## src/rtl/rst_seq_ctrl.sv

```systemverilog
// -----------------------------------------------------------------------------
// rst_seq_ctrl
//
// Board-level reset sequencer for the E203 FPGA system top. It debounces the
// external reset button, holds the MMCM in reset, waits for a stable lock, and
// then releases the peripheral reset and the SoC external reset
// (io_pads_aon_erst_n_i_ival) in a fixed order. A debounced button press, or
// lock loss, re-sequences the board.
//
// Optional feature macro: RST_SEQ_WDT_EN
//   defined   : WAIT_LOCK runs a 16-bit watchdog. When it expires, the sticky
//               timeout_o flag is set and the MMCM reset is pulsed again via
//               HOLD.
//   undefined : WAIT_LOCK waits indefinitely; timeout_o is tied low.
//
// Ports
//   clk            in  1  free-running board clock, the only clock
//   reset          in  1  synchronous, active-high
//   btn_rst_n_i    in  1  raw reset button, asynchronous, active-low
//   mmcm_locked_i  in  1  MMCM lock, asynchronous
//   mmcm_resetn_o  out 1  MMCM reset, active-low
//   periph_reset_o out 1  peripheral reset, active-high
//   soc_erst_n_o   out 1  SoC external reset, active-low
//   state_o        out 3  HOLD=0, WAIT_LOCK=1, PERIPH_REL=2, RUN=3
//   lock_lost_o    out 1  one-cycle pulse when lock is lost in PERIPH_REL/RUN
//   timeout_o      out 1  sticky lock-timeout flag
// -----------------------------------------------------------------------------
module rst_seq_ctrl #(
  parameter int DEBOUNCE_CYCLES  = 1000000,
  parameter int HOLD_MIN_CYCLES  = 16,
  parameter int LOCK_WAIT_CYCLES = 1024,
  parameter int SOC_HOLD_CYCLES  = 4096,
  parameter int CNT_W            = 20
) (
  input  logic       clk,
  input  logic       reset,
  input  logic       btn_rst_n_i,
  input  logic       mmcm_locked_i,
  output logic       mmcm_resetn_o,
  output logic       periph_reset_o,
  output logic       soc_erst_n_o,
  output logic [2:0] state_o,
  output logic       lock_lost_o,
  output logic       timeout_o
);

  typedef enum logic [2:0] {
    ST_HOLD       = 3'd0,
    ST_WAIT_LOCK  = 3'd1,
    ST_PERIPH_REL = 3'd2,
    ST_RUN        = 3'd3
  } state_t;

  // Terminal counts, sized to the shared counter width.
  localparam logic [CNT_W-1:0] DB_LAST   = CNT_W'(DEBOUNCE_CYCLES - 1);
  localparam logic [CNT_W-1:0] HOLD_LAST = CNT_W'(HOLD_MIN_CYCLES - 1);
  localparam logic [CNT_W-1:0] LOCK_LAST = CNT_W'(LOCK_WAIT_CYCLES - 1);
  localparam logic [CNT_W-1:0] SOC_LAST  = CNT_W'(SOC_HOLD_CYCLES - 1);

  // Output pattern per state, packed as {mmcm_resetn, periph_reset, soc_erst_n}.
  function automatic logic [2:0] f_outs(input state_t s);
    logic [2:0] v;
    v = 3'b010;
    case (s)
      ST_HOLD:       v = 3'b010;
      ST_WAIT_LOCK:  v = 3'b110;
      ST_PERIPH_REL: v = 3'b100;
      ST_RUN:        v = 3'b101;
      default:       v = 3'b010;
    endcase
    return v;
  endfunction

  // ---------------------------------------------------------------------------
  // Two-flop synchronisers: bit 0 = button, bit 1 = lock. Both flops reset to 0
  // so that, straight out of reset, the button looks pressed and the MMCM looks
  // unlocked until the real pin levels have propagated.
  // ---------------------------------------------------------------------------
  logic [1:0] w_async;
  logic [1:0] w_sync;

  assign w_async = {mmcm_locked_i, btn_rst_n_i};

  generate
    for (genvar gi = 0; gi < 2; gi++) begin : g_sync
      logic r_meta;
      logic r_out;

      always_ff @(posedge clk) begin
        if (reset) begin
          r_meta <= 1'b0;
          r_out  <= 1'b0;
        end else begin
          r_meta <= w_async[gi];
          r_out  <= r_meta;
        end
      end

      assign w_sync[gi] = r_out;
    end
  endgenerate

  logic w_btn_s;
  logic w_lock_s;

  assign w_btn_s  = w_sync[0];
  assign w_lock_s = w_sync[1];

  // ---------------------------------------------------------------------------
  // Button debouncer. The counter only runs while the synchronised sample
  // disagrees with the debounced level; any agreeing sample restarts it. The
  // debounced level flips one edge after the counter reaches its last value.
  // ---------------------------------------------------------------------------
  logic             r_btn_db;
  logic [CNT_W-1:0] r_db_cnt;

  always_ff @(posedge clk) begin
    if (reset) begin
      r_btn_db <= 1'b0;
      r_db_cnt <= '0;
    end else if (w_btn_s == r_btn_db) begin
      r_db_cnt <= '0;
    end else if (r_db_cnt == DB_LAST) begin
      r_btn_db <= ~r_btn_db;
      r_db_cnt <= '0;
    end else begin
      r_db_cnt <= r_db_cnt + 1'b1;
    end
  end

  // ---------------------------------------------------------------------------
  // Sequencer FSM. State, shared counter and all outputs are registered in one
  // block, so the outputs change on the same edge as the state register.
  // ---------------------------------------------------------------------------
  state_t           r_state;
  logic [CNT_W-1:0] r_cnt;
  logic [2:0]       r_outs;
  logic             r_lock_lost;

`ifdef RST_SEQ_WDT_EN
  logic [15:0] r_wdt;
  logic        r_timeout;
`endif

  always_ff @(posedge clk) begin
    if (reset) begin
      r_state     <= ST_HOLD;
      r_cnt       <= '0;
      r_outs      <= f_outs(ST_HOLD);
      r_lock_lost <= 1'b0;
`ifdef RST_SEQ_WDT_EN
      r_wdt       <= '0;
      r_timeout   <= 1'b0;
`endif
    end else begin
      r_lock_lost <= 1'b0;

`ifdef RST_SEQ_WDT_EN
      // Watchdog free-runs only while in WAIT_LOCK, so it is always zero on
      // entry to WAIT_LOCK. Wrapping at expiry is harmless: the state leaves.
      if (r_state == ST_WAIT_LOCK) begin
        r_wdt <= r_wdt + 1'b1;
      end else begin
        r_wdt <= '0;
      end
`endif

      // A debounced press wins over everything else, including lock loss,
      // which is why lock_lost_o stays quiet when both happen together.
      if (!r_btn_db && (r_state != ST_HOLD)) begin
        r_state <= ST_HOLD;
        r_outs  <= f_outs(ST_HOLD);
        r_cnt   <= '0;
      end else begin
        case (r_state)
          ST_HOLD: begin
            // The counter saturates at the minimum pulse width, so a long
            // button hold cannot wrap it around.
            if (r_btn_db && (r_cnt >= HOLD_LAST)) begin
              r_state <= ST_WAIT_LOCK;
              r_outs  <= f_outs(ST_WAIT_LOCK);
              r_cnt   <= '0;
            end else if (r_cnt < HOLD_LAST) begin
              r_cnt <= r_cnt + 1'b1;
            end
          end

          ST_WAIT_LOCK: begin
`ifdef RST_SEQ_WDT_EN
            if (r_wdt == 16'hFFFF) begin
              r_state   <= ST_HOLD;
              r_outs    <= f_outs(ST_HOLD);
              r_cnt     <= '0;
              r_timeout <= 1'b1;
            end else
`endif
            // r_cnt counts consecutive high lock samples; one low sample
            // restarts the qualification window.
            if (w_lock_s && (r_cnt == LOCK_LAST)) begin
              r_state <= ST_PERIPH_REL;
              r_outs  <= f_outs(ST_PERIPH_REL);
              r_cnt   <= '0;
            end else if (w_lock_s) begin
              r_cnt <= r_cnt + 1'b1;
            end else begin
              r_cnt <= '0;
            end
          end

          ST_PERIPH_REL: begin
            if (!w_lock_s) begin
              r_state     <= ST_WAIT_LOCK;
              r_outs      <= f_outs(ST_WAIT_LOCK);
              r_cnt       <= '0;
              r_lock_lost <= 1'b1;
            end else if (r_cnt == SOC_LAST) begin
              r_state <= ST_RUN;
              r_outs  <= f_outs(ST_RUN);
              r_cnt   <= '0;
            end else begin
              r_cnt <= r_cnt + 1'b1;
            end
          end

          ST_RUN: begin
            // Peripheral and SoC resets reassert together on this one edge.
            if (!w_lock_s) begin
              r_state     <= ST_WAIT_LOCK;
              r_outs      <= f_outs(ST_WAIT_LOCK);
              r_cnt       <= '0;
              r_lock_lost <= 1'b1;
            end
          end

          default: begin
            r_state <= ST_HOLD;
            r_outs  <= f_outs(ST_HOLD);
            r_cnt   <= '0;
          end
        endcase
      end
    end
  end

  assign mmcm_resetn_o  = r_outs[2];
  assign periph_reset_o = r_outs[1];
  assign soc_erst_n_o   = r_outs[0];
  assign state_o        = r_state;
  assign lock_lost_o    = r_lock_lost;

`ifdef RST_SEQ_WDT_EN
  assign timeout_o = r_timeout;
`else
  assign timeout_o = 1'b0;
`endif

endmodule

```

## config.mk

```make
export PLATFORM = sky130hd
export DESIGN_NAME = rst_seq_ctrl
export DESIGN_NICKNAME = d
export VERILOG_FILES = /design/src/rtl/rst_seq_ctrl.sv
export SDC_FILE = /design/constraint.sdc
export NUM_CORES = 1
export LEC_CHECK = 0
export CAP_MARGIN = 40
export CORE_MARGIN = 3
export CORE_UTILIZATION = 50
export CTS_BUF_LIST = sky130_fd_sc_hd__clkbuf_8
export DETAILED_ROUTE_END_ITERATION = 7
export PLACE_DENSITY = 0.67
export SETUP_SLACK_MARGIN = 0.02
export SLEW_MARGIN = 20
export SYNTH_ARGS = -nofsm -noshare
export SYNTH_HDL_FRONTEND = slang
export SYNTH_SLANG_ARGS = --single-unit
```

## constraint.sdc

```tcl
create_clock -name clk -period 3.2 [get_ports clk]
set_clock_uncertainty 0.15 [all_clocks]
set_input_delay 0.96 -clock clk [delete_from_list [all_inputs] [get_ports clk]]
set_output_delay 0.96 -clock clk [all_outputs]
set_load 0.005 [all_outputs]
```

## Yosys cells after proc, flatten, opt, wreduce, memory -nomap -nowiden

Index checks and enable logic that the tools add are counted.

- Output and inout bits: 8
- Memories: 0
- Bits in latches: 0
- Input bits: 4
- Bits in writable memories: 0
- Word-level logic and storage cells: 63
- Bits in read-only memories: 0
- Register bits: 52

- Equal/unequal tests: 12
- Mux-type cells: 21
- Bitwise gates (word level): 3
- Div/mod/pow operators: 0
- $lt $le $gt $ge: 2
- Reduce and logical (&&, ||, !) cells: 13
- Multipliers: 0
- Shift-type cells: 0
- Add/sub/neg operators: 2

Operator list:

| cell | number |
|---|---|
| 20-bit 2-to-1 mux | 7 |
| 20-bit one-hot mux with 4 select lines | 1 |
| 20-bit by 1-bit adder with 20-bit output, second input constant | 2 |
| 3-bit 2-to-1 mux | 10 |
| 3-bit one-hot mux with 4 select lines | 2 |
| 20-bit by 10-bit equality test with 1-bit output, second input constant | 1 |
| 20-bit by 12-bit equality test with 1-bit output, second input constant | 1 |
| 20-bit equality test, second input constant | 1 |
| 20-bit by 4-bit >= comparator with 1-bit output, second input constant | 1 |
| 20-bit by 4-bit < comparator with 1-bit output, second input constant | 1 |
| 3-bit by 2-bit equality test with 1-bit output, second input constant | 2 |
| 2-bit inequality test, second input constant | 3 |
| 3-bit inequality test, second input constant | 2 |
| 3-bit OR reduction | 2 |
| 2-bit AND reduction | 2 |
| 4-bit AND reduction | 1 |
| 2-bit OR reduction | 2 |
| 3-bit by 1-bit equality test with 1-bit output, second input constant | 1 |
| 1-bit logical AND | 3 |
| 3-bit logical NOT | 1 |
| 1-bit inverter | 3 |
| 3-bit nonzero test | 1 |
| 1-bit equality test | 1 |
| 1-bit logical NOT | 1 |
| 1-bit 2-to-1 mux | 1 |

## Longest topological paths before layout

- Word-level depth: 4
- Gate-level depth with buffers: 9
- Gate-level depth less buffers: 8

## Least setup slack after synthesis

No wires, ideal clock.

- Path kind: reg2reg
- Start: register r_cnt[16]
- End: register r_outs[0]
- Data arrival time: 2269 ps
- Clock period less this slack: 2552 ps
- Stages on the path, launching flop included: 7
- Path slack: 648 ps
- Required time: 2916 ps
- Buffers on the path: 0
- Library setup time: 134 ps
- Path through: dfxtp_1 or4_4 or4_4 o31a_1 nor4_4 mux2i_1 nor2_1

- Cells in the longest elaborated chain, start to end: 4
- Elaborated cells on any way between the ends: 9
- Those cells by class: 1 x order compare; 5 x eq/ne; 3 x reduce/logical

RTL lines:

| item | line | text |
|---|---|---|
| start, declared | 136 | `logic [CNT_W-1:0] r_cnt;` |
| start signal, assigned | 184 | `r_cnt <= r_cnt + 1'b1;` |
| start signal, assigned | 204 | `r_cnt <= r_cnt + 1'b1;` |
| start signal, assigned | 221 | `r_cnt <= r_cnt + 1'b1;` |
| 20-bit by 4-bit >= comparator with 1-bit output / 20-bit by 10-bit equality test with 1-bit output (equally long branches) | 179, 199 |  |
| 1-bit logical AND, on equally long branches | 179, 199 |  |
| 2-bit inequality test (no line) | - |  |
| 4-bit AND reduction (no line) (*) | - |  |
| end signal, assigned | 172 | `r_outs <= f_outs(ST_HOLD);` |
| end signal, assigned | 181 | `r_outs <= f_outs(ST_WAIT_LOCK);` |
| end signal, assigned | 201 | `r_outs <= f_outs(ST_PERIPH_REL);` |
| end, declared | 137 | `logic [2:0] r_outs;` |

Mark *: on every way between the ends. The rest lies on a longest branch, timed or not.
A chain may end at the register's enable or synchronous reset.

## Final worst setup path

- Start: register r_cnt[16]
- End: register r_cnt[10]

- Cells in the longest elaborated chain, start to end: 4
- Elaborated cells on any way between the ends: 13
- Those cells by class: 2 x order compare; 3 x eq/ne; 5 x mux; 3 x reduce/logical

RTL lines:

| item | line | text |
|---|---|---|
| 20-bit by 4-bit >= comparator with 1-bit output, or another cell as far along | 179 | `if (r_btn_db && (r_cnt >= HOLD_LAST)) begin` |
| 1-bit logical AND, or another cell as far along | 179 |  |
| 20-bit 2-to-1 mux, or another cell as far along | 179 |  |
| 20-bit one-hot mux with 4 select lines / 2-bit AND reduction (equally long branches) | - |  |

Several ways; a longest one is shown, not always the timed one.

==> summary.md <==
| Metric | Value |
|---|---|
| Status | `complete, no violations` |
| Ant diodes | `0` |
| RSZ-0062 raised after global routing | `false` |
| Hold Buf Count CTS | `0` |
| Die Span Y | `74.97 um` |
| Detail Placement HPWL | `2731 um` |
| Final ANT Viol Nets | `0` |
| CP max stage delay | `between 500 and 600 ps` |
| Maximum VDD drop | `172.4 uV` |
| Cts repair resizes | `0` |
| Total gr overflow | `0` |
| Syn Std Cell Area | `between 0.002 and 0.0025 mm2` |
| Final Util | `58.03%` |
| First-pass GRT wire length | `slightly below 7000 um` |
| Via count | `1726` |
| Crit path DAT | `2760 ps` |
| Area Overhead vs Synth | `9.153%` |
| Setup TNS | `0 ps` |
| CTS tree | `yes` |
| Most frequent cell after synthesis | `nor2_1` |
| Post-synth top cells | `54 x nor2_1, 51 x dfxtp_1, 29 x xor2_1, 16 x nand2_1, 15 x nand4_1` |
| Crit-path max FO | `20` |
| DR WL/cell | `11.99 um` |
| Clk buf depth | `2` |
| Post-CTS setup buffers | `0` |
| Slew @ Worst Pin | `680.6 ps` |
| Fmax | `364.6 MHz` |
| Syn_area_per_cell | `~9 um2` |
| Maxcap violations | `0` |
| Core region area | `0.004474 mm2` |
| HP Class | `flip-flop to flip-flop` |
| Crit-path cells | `or4_4, or4_4, o31a_2, o21ai_0, a31o_2, nor2_1` |
| First-pass DRT Iterations | `4` |
| Tcrit/Tclk final | `85.71%` |
| Vias/cell | `5.278` |
| Post-synthesis register bit count | `between 50 and 60` |
| CTS Buf Count | `5` |
| Post-Syn Instances | `between 200 and 300` |
| P_leak | `~0.00099 uW` |
| Fraction of registers with async set/reset | `0%` |
| # rows | `24` |
| Worst skew pair latency | `300 ps` |
| Vias in the first global route | `1551` |
| Number of synthesized flops with an enable pin | `0` |
| Seq/Total Area, Yosys | `42.92%` |
| CP Capture Type | `flip-flop` |
| Number of antenna violations at the first check in global routing | `0` |
| Largest cells by area after synthesis | `dfxtp_1 43%, xor2_1 11%, nor2_1 8.5%, ha_1 4.2%, nand4_1 3.9%` |
| Synth warn | `0` |
| FILL cells | `409` |
| Setup Crit Path Kind | `flip-flop to flip-flop` |
| Routed wire length | `3922 um` |
| Reg clk slew, reported paths | `90 ps` |
| Post-route DRC | `0` |
| Placer congestion estimate | `about 0.85` |
| TritonCTS sink count | `between 50 and 60` |
| Die Area | `0.005621 mm2` |
| Initial Util | `about 53%` |
| Layout cells sized above 1 | `between 6 and 7%` |
| Most used cell, CP | `or4_4` |
| Clk root buf | `clkbuf_8` |
| Largest net degree at the start of global routing | `21` |
| Yosys cell types | `39` |
| GRT Overall Usage | `15.30%` |
| Number of nets in the layout | `286` |
| Share of the synthesized area in the top cell type | `42.92%` |
| Hold Fails Final Rpt | `0` |
| WP data required | `between 3000 and 4000 ps` |
| Synth Flop Type | `dfxtp_1` |
| Die Wd | `74.97 um` |
| CTS H-tree depth | `2` |
| Slew Viols, Final | `0` |
| Power per cell area | `404.7 mW/mm2` |
| DRT iter0 DRCs | `71` |
| Tmin final | `2743 ps` |
| Rel. slew slack | `54.63%` |
| Port buffer count | `9` |
| Post-synth top area cell | `dfxtp_1` |
| Startpoint Class | `flip-flop` |
| Slowest-stage cell, CP | `or4_4` |
| Io pins | `12` |
| Setup-failing EPs final | `0` |
worst max-delay path: cells and delay by family (launching register included):
| kind | cells | cell delay (ps) |
|---|---|---|
| AOI/OAI and AO/OA | 3 | 950 |
| DFF | 1 | 340 |
| and+or+nand+nor | 3 | 1190 |
per-layer routing:
layer	up-vias	GRT usage (%)	part of all wire [%]
li1	909	-	-
met1	786	21.45	55
met2	22	22.73	40
met3	9	4.139	3.3
met4	0	5.138	1.7
met5	-	0	0
sequential cells by signal (all words and copies together), names as in the netlist:
register / flops
g_sync.r_meta: 2
r_db_cnt: 20
r_outs: 3
lock_lost_o: 1
r_btn_db: 1
g_sync.r_out: 2
r_cnt: 20
state_o: 2
report_power, final:
group          leakage [uW]  internal, uW  switching (uW)  total (uW)
Combinational      0.000528          10.3            13.5        23.8
Clock             0.0000474           177             204         381
Sequential         0.000412           640            6.01         646
final timing paths:
path	cells after the start	startpoint	slack, ps	end
setup / recovery	6	r_cnt[16]	460	r_cnt[10]
hold / removal	1	g_sync[0].r_meta	300	g_sync[0].r_out
setup reg to reg	6	r_cnt[16]	460	r_cnt[10]
hold reg to reg	1	g_sync[0].r_meta	300	g_sync[0].r_out
cell families after synthesis:
group           synth area share [%]
compound gates                 4.366
xor+xnor                       13.99
fa+ha+maj                      4.208
buf+inv                        2.946
flops                          42.92
mux                            1.263
other cells                   0.1577
simple gates                   30.14
cell type report:
class                           count  area [um2]  share of cell area [%]
Timing Repair Buffer               10       97.59                   3.759
Clock inverter                      2       16.27                  0.6265
Inverter                            6       22.52                  0.8675
Multi-Input combinational cell    200        1291                   49.74
Clock buffer                        6       82.58                   3.181
Tap cell                           52       65.06                   2.506
Sequential cell                    51        1021                   39.33
through the flow:
| stage | std cells | power, uW | hold slack, ps | cell area [um2] | setup WS [ps] |
|---|---|---|---|---|---|
| floorplan | 265 | 677.8 | 263.8 | 2382 | 647.7 |
| CTS | 327 | 1071 | 307.1 | 2596 | 443.5 |
| detailed placement | 319 | 684.9 | 283.2 | 2497 | 398.5 |
| finish | 327 | 1051 | 301.4 | 2596 | 457.4 |
| global route | 327 | 1097 | 322.3 | 2596 | 256.2 |
| global placement | 319 | 684.6 | 274.8 | 2497 | 409.7 |
cells in the final DEF, fill, tap and decap left out, drive strengths merged, types with 6 or more instances in the layout:
| master | n |
|---|---|
| and3 | 13 |
| clkbuf | 6 |
| clkdlybuf4s50 | 9 |
| dfxtp | 51 |
| ha | 8 |
| inv | 6 |
| nand2 | 17 |
| nand3 | 13 |
| nand4 | 15 |
| nor2 | 54 |
| nor2b | 6 |
| xnor2 | 9 |
| xor2 | 29 |
Note: power is estimated with default switching activity, not from simulation.
